$ cat config.mk
export PLATFORM = sky130hd
export DESIGN_NAME = iiitb_rv32i_ifu
export DESIGN_NICKNAME = d
export VERILOG_FILES = /design/src/rtl/iiitb_rv32i_pkg.sv /design/src/rtl/iiitb_rv32i_fetch_fifo.sv /design/src/rtl/iiitb_rv32i_ifu.sv
export SDC_FILE = /design/constraint.sdc
export NUM_CORES = 2
export LEC_CHECK = 0
export ABC_CLOCK_PERIOD_IN_PS = 4100
export CORE_MARGIN = 4
export CORE_UTILIZATION = 62
export CTS_BUF_LIST = sky130_fd_sc_hd__clkbuf_16
export DETAILED_ROUTE_END_ITERATION = 16
export GPL_TIMING_DRIVEN = 0
export PLACE_DENSITY = 0.79
export SYNTH_ARGS = -nofsm -noshare
export SYNTH_HDL_FRONTEND = slang
export SYNTH_SLANG_ARGS = --single-unit
$ cat constraint.sdc
create_clock -name i_clk -period 4.1 [get_ports i_clk]
set_input_delay 0.82 -clock i_clk [delete_from_list [all_inputs] [get_ports i_clk]]
set_output_delay 0.82 -clock i_clk [all_outputs]
set_load 0.01 [all_outputs]
$ cat src/rtl/iiitb_rv32i_pkg.sv
// Shared rv32i pipeline definitions: widths, opcode/funct3 encodings and the fetch FSM state type.
// Used by the fetch, decode, EX, MEM and WB stages.
package iiitb_rv32i_pkg;

    localparam int XLEN = 32;

    // opcode field, bits [6:0] of the instruction word
    localparam logic [6:0] AR_TYPE = 7'd0;
    localparam logic [6:0] M_TYPE  = 7'd1;
    localparam logic [6:0] BR_TYPE = 7'd2;
    localparam logic [6:0] SH_TYPE = 7'd3;

    localparam logic [2:0] F3_ADD = 3'd0;
    localparam logic [2:0] F3_SUB = 3'd1;
    localparam logic [2:0] F3_AND = 3'd2;
    localparam logic [2:0] F3_OR  = 3'd3;
    localparam logic [2:0] F3_XOR = 3'd4;
    localparam logic [2:0] F3_SLT = 3'd5;
    localparam logic [2:0] F3_BEQ = 3'd0;
    localparam logic [2:0] F3_BNE = 3'd1;

    typedef enum logic [1:0] {
        IDLE = 2'd0,
        RUN  = 2'd1,
        HALT = 2'd2
    } ifu_state_t;

    function automatic logic [6:0] get_opcode(input logic [XLEN-1:0] ir);
        return ir[6:0];
    endfunction

endpackage

$ cat src/rtl/iiitb_rv32i_fetch_fifo.sv
// Prefetch queue holding {IR, NPC} pairs; head is read straight from storage.
// Flush beats push/pop; push and pop may coincide at any fill level.
module iiitb_rv32i_fetch_fifo #(
    parameter  int W     = 64,
    parameter  int DEPTH = 4,
    localparam int PW    = $clog2(DEPTH)
) (
    input  logic          i_clk,
    input  logic          i_rn,
    input  logic          i_push,
    input  logic          i_pop,
    input  logic          i_flush,
    input  logic [W-1:0]  i_wdata,
    output logic [PW:0]   o_count,
    output logic [W-1:0]  o_head
);

    localparam logic [PW:0] C_FULL = (PW+1)'(DEPTH);

    logic [W-1:0]  r_mem [DEPTH];
    logic [PW-1:0] r_wptr;
    logic [PW-1:0] r_rptr;
    logic [PW:0]   r_count;
    logic          w_push;
    logic          w_pop;

    assign w_pop  = i_pop && (r_count != '0);
    assign w_push = i_push && ((r_count != C_FULL) || w_pop);

    always_ff @(posedge i_clk or negedge i_rn) begin
        if (!i_rn) begin
            r_wptr  <= '0;
            r_rptr  <= '0;
            r_count <= '0;
            for (int i = 0; i < DEPTH; i++) r_mem[i] <= '0;
        end else if (i_flush) begin
            r_wptr  <= '0;
            r_rptr  <= '0;
            r_count <= '0;
        end else begin
            if (w_push) begin
                r_mem[r_wptr] <= i_wdata;
                r_wptr        <= r_wptr + 1'b1;
            end
            if (w_pop) r_rptr <= r_rptr + 1'b1;
            case ({w_push, w_pop})
                2'b10:   r_count <= r_count + 1'b1;
                2'b01:   r_count <= r_count - 1'b1;
                default: r_count <= r_count;
            endcase
        end
    end

    assign o_count = r_count;
    // stale storage is masked so an empty queue always presents zeros
    assign o_head  = (r_count != '0) ? r_mem[r_rptr] : '0;

endmodule

$ cat src/rtl/iiitb_rv32i_ifu.sv
// rv32i instruction fetch: IMEM, word PC, fetch FSM and prefetch queue feeding decode.
//   state | meaning
//   IDLE  | not issuing (fetch_en low), queue drains; redirects still load PC
//   RUN   | issuing one IMEM read per cycle while queue credit remains
//   HALT  | PC has left IMEM; waits for a redirect
module iiitb_rv32i_ifu
    import iiitb_rv32i_pkg::*;
#(
    parameter  int IMEM_DEPTH = 64,
    parameter  int QDEPTH     = 4,
    localparam int AW         = $clog2(IMEM_DEPTH),
    localparam int CW         = $clog2(QDEPTH) + 1
) (
    input  logic            i_clk,
    input  logic            i_rn,
    input  logic            i_imem_we,
    input  logic [AW-1:0]   i_imem_waddr,
    input  logic [XLEN-1:0] i_imem_wdata,
    input  logic            i_fetch_en,
    input  logic            i_br_en,
    input  logic [XLEN-1:0] i_br_target,
    output logic            o_if_valid,
    input  logic            i_if_ready,
    output logic [XLEN-1:0] o_if_ir,
    output logic [XLEN-1:0] o_if_npc,
    output logic [XLEN-1:0] o_pc,
    output logic            o_halted
);

    localparam logic [XLEN-1:0] C_DEPTH = XLEN'(IMEM_DEPTH);
    localparam logic [XLEN-1:0] C_LAST  = XLEN'(IMEM_DEPTH - 1);
    localparam logic [CW-1:0]   C_QD    = CW'(QDEPTH);

    logic [XLEN-1:0]   r_mem [IMEM_DEPTH];
    logic [XLEN-1:0]   r_rdata;
    logic [XLEN-1:0]   r_rnpc;
    logic [XLEN-1:0]   r_pc;
    ifu_state_t        r_state;
    ifu_state_t        w_state_nxt;
    logic              r_epoch;
    logic              r_inflight;
    logic              r_inf_epoch;

    logic [XLEN-1:0]   w_pc_inc;
    logic              w_in_range;
    logic              w_credit;
    logic              w_issue;
    logic              w_last_issue;
    logic              w_push;
    logic              w_pop;
    logic [CW-1:0]     w_count;
    logic [2*XLEN-1:0] w_head;

    assign w_pc_inc     = r_pc + XLEN'(1);
    assign w_in_range   = (r_pc < C_DEPTH);
    // in-flight read holds a slot so a full queue can never be overrun
    assign w_credit     = ((w_count + CW'(r_inflight)) < C_QD);
    assign w_issue      = i_fetch_en && !i_br_en && (r_state != HALT) && w_in_range && w_credit;
    assign w_last_issue = w_issue && (r_pc == C_LAST);
    assign w_push       = r_inflight && (r_inf_epoch == r_epoch) && !i_br_en;
    assign w_pop        = o_if_valid && i_if_ready && !i_br_en;

    // IMEM is deliberately unreset; the registered read sees pre-write contents
    always_ff @(posedge i_clk) begin
        if (i_imem_we && i_rn) r_mem[i_imem_waddr] <= i_imem_wdata;
        if (w_issue)           r_rdata <= r_mem[r_pc[AW-1:0]];
    end

    always_ff @(posedge i_clk or negedge i_rn) begin
        if (!i_rn) begin
            r_state     <= IDLE;
            r_pc        <= '0;
            r_epoch     <= 1'b0;
            r_inflight  <= 1'b0;
            r_inf_epoch <= 1'b0;
            r_rnpc      <= '0;
        end else begin
            r_state    <= w_state_nxt;
            r_inflight <= w_issue;
            if (i_br_en) begin
                r_pc    <= i_br_target;
                r_epoch <= ~r_epoch;
            end else if (w_issue) begin
                r_pc <= w_pc_inc;
            end
            if (w_issue) begin
                r_inf_epoch <= r_epoch;
                r_rnpc      <= w_pc_inc;
            end
        end
    end

    always_comb begin
        w_state_nxt = r_state;
        if (i_br_en) begin
            w_state_nxt = (r_state == IDLE) ? IDLE : RUN;
        end else begin
            case (r_state)
                IDLE: begin
                    if (i_fetch_en) w_state_nxt = (w_last_issue || !w_in_range) ? HALT : RUN;
                end
                RUN: begin
                    if (!i_fetch_en)                     w_state_nxt = IDLE;
                    else if (w_last_issue || !w_in_range) w_state_nxt = HALT;
                end
                HALT:    w_state_nxt = HALT;
                default: w_state_nxt = IDLE;
            endcase
        end
    end

    iiitb_rv32i_fetch_fifo #(
        .W     (2*XLEN),
        .DEPTH (QDEPTH)
    ) u_fifo (
        .i_clk   (i_clk),
        .i_rn    (i_rn),
        .i_push  (w_push),
        .i_pop   (w_pop),
        .i_flush (i_br_en),
        .i_wdata ({r_rdata, r_rnpc}),
        .o_count (w_count),
        .o_head  (w_head)
    );

    assign o_if_valid = (w_count != '0);
    assign o_if_ir    = w_head[2*XLEN-1:XLEN];
    assign o_if_npc   = w_head[XLEN-1:0];
    assign o_pc       = r_pc;
    assign o_halted   = (r_state == HALT);

endmodule

## Yosys cells after proc, flatten, opt, wreduce, memory -nomap -nowiden

Memories as Yosys holds them, arrays and structs flattened. A register that Yosys moved wholly into a read port is not among the register bits.
Index checks and enable logic that the tools add are counted.

| word-level totals | value |
|---|---|
| flip-flop bits (word level) | 332 |
| memory bits (writable) | 2048 |
| input port bits | 76 |
| output and inout port bits | 98 |
| word-level logic and storage cells | 88 |
| memories | 1 |

Memory list:

| name | words | bits a word | read ports | clocked after memory_dff | write ports | line | text |
|---|---|---|---|---|---|---|---|
| r_mem | 64 | 32 | 1 | 1 | 1 | iiitb_rv32i_ifu.sv:34 | `logic [XLEN-1:0] r_mem [IMEM_DEPTH];` |

| operators by class | value |
|---|---|
| add/subtract/negate cells | 6 |
| magnitude comparators | 5 |
| equal/unequal tests | 10 |
| multiplexer cells | 24 |
| bitwise logic cells | 4 |
| reductions and logical operators | 25 |

Operator list:

| operator | number |
|---|---|
| $bwmux W256 | 1 |
| $mux W64 | 4 |
| $bmux W64 S2 | 1 |
| $demux W64 S2 | 1 |
| $mux W32 | 2 |
| $add A32 B1 Y32 const B | 1 |
| $eq A32 B6 Y1 const B | 1 |
| $lt A32 B7 Y1 const B | 1 |
| $mux W2 | 9 |
| $logic_and A1 B1 Y1 | 13 |
| $ge A3 B3 Y1 const B | 2 |
| $ne A3 B3 Y1 const B | 2 |
| $not A2 Y3 | 2 |
| $pmux W2 S3 | 1 |
| $pmux W3 S2 | 1 |
| $reduce_bool A2 Y1 | 3 |
| $reduce_bool A3 Y1 | 2 |
| $add A2 B1 Y2 const B | 2 |
| $eq A2 B1 Y1 const B | 2 |
| $eq A2 B2 Y1 const B | 2 |
| $ne A4 B4 Y1 const B | 1 |
| $reduce_and A2 Y1 | 2 |
| $add A3 B1 Y3 | 1 |
| $add A3 B1 Y3 const B | 1 |
| other kinds (11) | 16 |

## Depth between registers and ports, before layout

| logic depth | value |
|---|---|
| depth after elaboration | 11 |
| mapped depth | 12 |
| depth with buffers taken out | 9 |

## Cells and area by module

From an unflattened synthesis, not the netlist that was laid out.

| second synthesis, totals | value |
|---|---|
| cell total of the unflattened synthesis | 4229 |
| area total of the unflattened synthesis | 94998.6 um2 |

Modules (own cells, without submodules):

| module | times used | cells each | area each (um2) | seq. area each (um2) |
|---|---|---|---|---|
| iiitb_rv32i_ifu | 1 | 3478 | 81730.9 | 64186.6 |
| iiitb_rv32i_fetch_fifo | 1 | 751 | 13267.7 | 6581.3 |

## Worst setup path after synthesis

No wires, ideal clock.

| timing | value |
|---|---|
| path type | input to register |
| start point | input port i_imem_waddr[5] |
| end point | memory r_mem[38][0], enable pin |
| library setup time | 421 ps |
| arrival | 3018 ps |
| data required time | 3679 ps |
| slack | 661 ps |
| cell stages on the path | 4 |
| buffers on the path | 2 |
| cell sequence | clkbuf_1 or3b_2 clkbuf_1 nor2_1 |

RTL lines:

| element | line | text |
|---|---|---|
| from (decl) | iiitb_rv32i_ifu.sv:17 | `input logic [AW-1:0] i_imem_waddr,` |
| to (decl) | iiitb_rv32i_ifu.sv:34 |  |

Straight into the memory's write port.

## Worst setup path in the final report

| timing | value |
|---|---|
| start point | register r_pc[3] (netlist: o_pc[3]) |
| end point | register r_rdata[13], read port of r_mem, data pin |

| on the way | value |
|---|---|
| longest elaborated chain between the ends | 3 |

Ends and longest elaborated chain:

| element | line | text |
|---|---|---|
| from (decl) | iiitb_rv32i_ifu.sv:37 | `logic [XLEN-1:0] r_pc;` |
| from (signal assigned) | iiitb_rv32i_ifu.sv:81 | `r_pc <= i_br_target;` |
| from (signal assigned) | iiitb_rv32i_ifu.sv:84 | `r_pc <= w_pc_inc;` |
| $lt A32 B7 Y1 | iiitb_rv32i_ifu.sv:55 | `assign w_in_range = (r_pc < C_DEPTH);` |
| $logic_and A1 B1 Y1 (2 in series) | iiitb_rv32i_ifu.sv:58 | `assign w_issue = i_fetch_en && !i_br_en && (r_state != HALT) && w_in_range && w_credit;` |
| to (decl) | iiitb_rv32i_ifu.sv:35 | `logic [XLEN-1:0] r_rdata;` |

Parallel ways exist; a longest one is shown, timed or not.
A chain may end at the register's enable or synchronous reset.

==> impl_metrics.env <==
export IMPL_p_per_area_mw_per_mm2=483
export IMPL_wl_um=299000
export IMPL_ioPinCount=174
export IMPL_track_usage=0.383
export IMPL_finalClockSkew_ns=0.0523
export IMPL_status="complete, but fails checks"
export IMPL_grt_pass1_wl_um=414000
export IMPL_period_share=1.05
export IMPL_place_congestion=0.918
export IMPL_clk_pin_slew_worst_paths_ns=0.07
export IMPL_portBuffers=168
export IMPL_synthArstFlopShare=0.138
export IMPL_area_growth_pct=15.7
export IMPL_max_freq_ghz=0.232
export IMPL_place_hpwl_um=179000
export IMPL_syn_nets=4433
export IMPL_synth_avg_cell_area_um2=21.6
export IMPL_max_vdd_ir_drop_uv=436
export IMPL_worst_slack_ns=-0.205
export IMPL_cts_root_buf="clkbuf_16"
export IMPL_grt_max_degree=120
export IMPL_final_cells=7088
export IMPL_viasPerCell=7.50
export IMPL_relSlewSlack=0.0602
export IMPL_rsz0062_at_grt="false"
export IMPL_slew_violations=0
export IMPL_grt_antenna_before_repair=16
export IMPL_placementRows=142
export IMPL_yosys_most_used_dff="edfxtp_1"
export IMPL_syn_inst=4351
export IMPL_overflow=0
export IMPL_synth_edf_count=2080
export IMPL_crit_required_ns=4.66
export IMPL_cp_max_fo=10
export IMPL_setup_violations_final=15
export IMPL_cp_arrival_ns=4.86
export IMPL_clk_path_buf_depth=3
export IMPL_critical_path_startpoint_type="flop"
export IMPL_grt_pass1_vias=53200
export IMPL_stdcell_area_mm2=0.109
export IMPL_hp_class="input port to asynchronous set/reset pin"
export IMPL_fin_util=0.723
export IMPL_cts_resized=46
export IMPL_numCtsBuffers=225
export IMPL_drc_errors=0
export IMPL_post_cts_buffers=0
export IMPL_fp_coreArea_mm2=0.150
export IMPL_clock_latency_ns=0.91
export IMPL_antenna_left=0
export IMPL_cts_hold_buf=0
export IMPL_synth_distinct_cells=58
export IMPL_cap_violations=0
export IMPL_timing_final_crit_period_ns=4.31
export IMPL_fp_dieH_um=397
export IMPL_clock_sinks=2412
export IMPL_postPlaceCellArea_mm2=0.101
export IMPL_netlist_area_mm2=0.0938
export IMPL_violations="setup timing"
export IMPL_worst_pin_slew_ns=1.41
export IMPL_final_cell_mix="edfxtp_1, mux4_2, dfrtp_1, mux2_2, clkbuf_16"
export IMPL_leakage_uw=0.0369
export IMPL_drt_iter0_markers=10400
export IMPL_yosysWarnings=0
export IMPL_layout_commonest_cell="edfxtp_1"
export IMPL_drive_above_1_share=0.315
export IMPL_synth_seq_area_share=0.754
export IMPL_h_tree_depth=4
export IMPL_dp_cells=6655
export IMPL_synth_seq_cells=2412
export IMPL_path_class="flop to flop"
export IMPL_wire_per_inst_um=42.1
export IMPL_dieArea_mm2=0.158
export IMPL_vias=53200
export IMPL_fin_tns_setup_ns=-1.32
export IMPL_nNetsFinal=4943
export IMPL_finalHoldViolCount=0
export IMPL_end_kind="flop"
export IMPL_cts_tree="done"
export IMPL_drtPass1Iterations=11
export IMPL_fp_dieW_um=397
export IMPL_initial_core_util=0.625
==> synthesized netlist by cell type, drive strengths merged, types with 2 or more instances <==
cell | number | area, um^2
clkbuf | 92 | 345
o2111ai | 2 | 17.5
a21oi | 36 | 180
a31o | 4 | 35.0
nor3 | 9 | 45.0
nand2 | 135 | 507
and2 | 71 | 444
nor4 | 8 | 50.1
or3 | 2 | 12.5
nand4 | 4 | 25.0
xnor2 | 10 | 87.6
nand3 | 24 | 120
mux4 | 607 | 13700
o32ai | 3 | 26.3
xor2 | 7 | 61.3
o211ai | 5 | 37.5
edfxtp | 2080 | 62500
nor2 | 116 | 435
nand3b | 4 | 30.0
or3b | 2 | 17.5
o22ai | 12 | 75.1
a2111o | 2 | 22.5
a31oi | 11 | 68.8
nand2b | 2 | 12.5
a221oi | 18 | 158
a2bb2oi | 2 | 17.5
inv | 10 | 37.5
mux2 | 281 | 3160
a211oi | 14 | 105
o21ai | 71 | 355
buf | 154 | 952
and3 | 3 | 18.8
a22oi | 49 | 368
o31ai | 3 | 22.5
ha | 5 | 62.6
dfrtp | 332 | 8310
mux2i | 115 | 1150
nor2b | 32 | 200
nor3b | 2 | 15.0
==> cell families after synthesis <==
| group | after synthesis | share of synthesized area |
|---|---|---|
| AOI/OAI and AO/OA | 242 | 0.0168 |
| xor gates and xnor gates | 17 | 0.00159 |
| adders and majority gates | 6 | 0.000880 |
| buffers and inverters | 256 | 0.0142 |
| DFF | 2412 | 0.754 |
| muxes | 1003 | 0.192 |
| and+or+nand+nor | 415 | 0.0207 |
==> critical path, stage by stage (launching register included) <==
cell      delay, ns
dfrtp_1        0.70
inv_1          0.53
clkbuf_1       0.72
nand2_1        0.61
o21ai_0        0.43
o22ai_2        0.22
o21ai_1        0.74
==> report_power, final <==
group / internal, uW / leakage, uW / switching, uW
combinational: 1470 / 0.00979 / 2750
sequential: 26800 / 0.0233 / 82.2
clock: 11800 / 0.00386 / 9470
==> routing by layer <==
layer / routed length (um) / global-route usage
met1: 91800 / 0.479
met4: 25900 / 0.251
met5: 314 / 0.0135
met3: 48800 / 0.162
met2: 132000 / 0.554
==> final timing paths <==
path | from | cells past startpoint | slack (ns) | end
min in group i_clk | i_imem_wdata[24] | 1 | 0.18 | r_mem[63][24]
worst min register to register | u_fifo.r_mem[192] | 2 | 0.49 | u_fifo.r_mem[192]
worst max-delay path | o_pc[3] | 6 | -0.21 | r_rdata[13]
max in group asynchronous | i_rn | 3 | 2.43 | o_pc[16]
worst min-delay path | i_rn | 1 | 0.006 | u_fifo.r_mem[94]
worst max register to register | o_pc[3] | 6 | -0.21 | r_rdata[13]
==> sequential cells by signal (all words and copies together), names as in the netlist <==
name and flops:
r_inflight 1, u_fifo.r_wptr 2, r_rnpc 32, o_pc 32, u_fifo.o_count 3, u_fifo.r_rptr 2
u_fifo.r_mem 256, r_epoch 1, r_inf_epoch 1, r_mem 2048, r_rdata 32, r_state 2
==> per-stage QoR <==
stage | setup WS (ns) | hold slack, ns | total power (uW)
floorplan | 0.661 | 0.445 | 29400
global placement | -14.41 | 0.459 | 31100
detailed placement | -0.466 | 0.469 | 31300
CTS | 0.00256 | 0.0299 | 52100
global route | 0.0132 | 0.0553 | 53400
finish | -0.205 | 0.00609 | 52400
==> layout make-up <==
type / count / area [um^2]
Inverter: 10 / 37.5
Tap cell: 2016 / 2520
Antenna cell: 11 / 27.5
Sequential cell: 2412 / 70800
Clock inverter: 202 / 1780
Timing Repair Buffer: 288 / 4090
Multi-Input combinational cell: 1683 / 22300
Clock buffer: 225 / 5630
Buffer: 241 / 1390
Fill cell: 8116 / 41600
(Power assumes the default switching activity.)
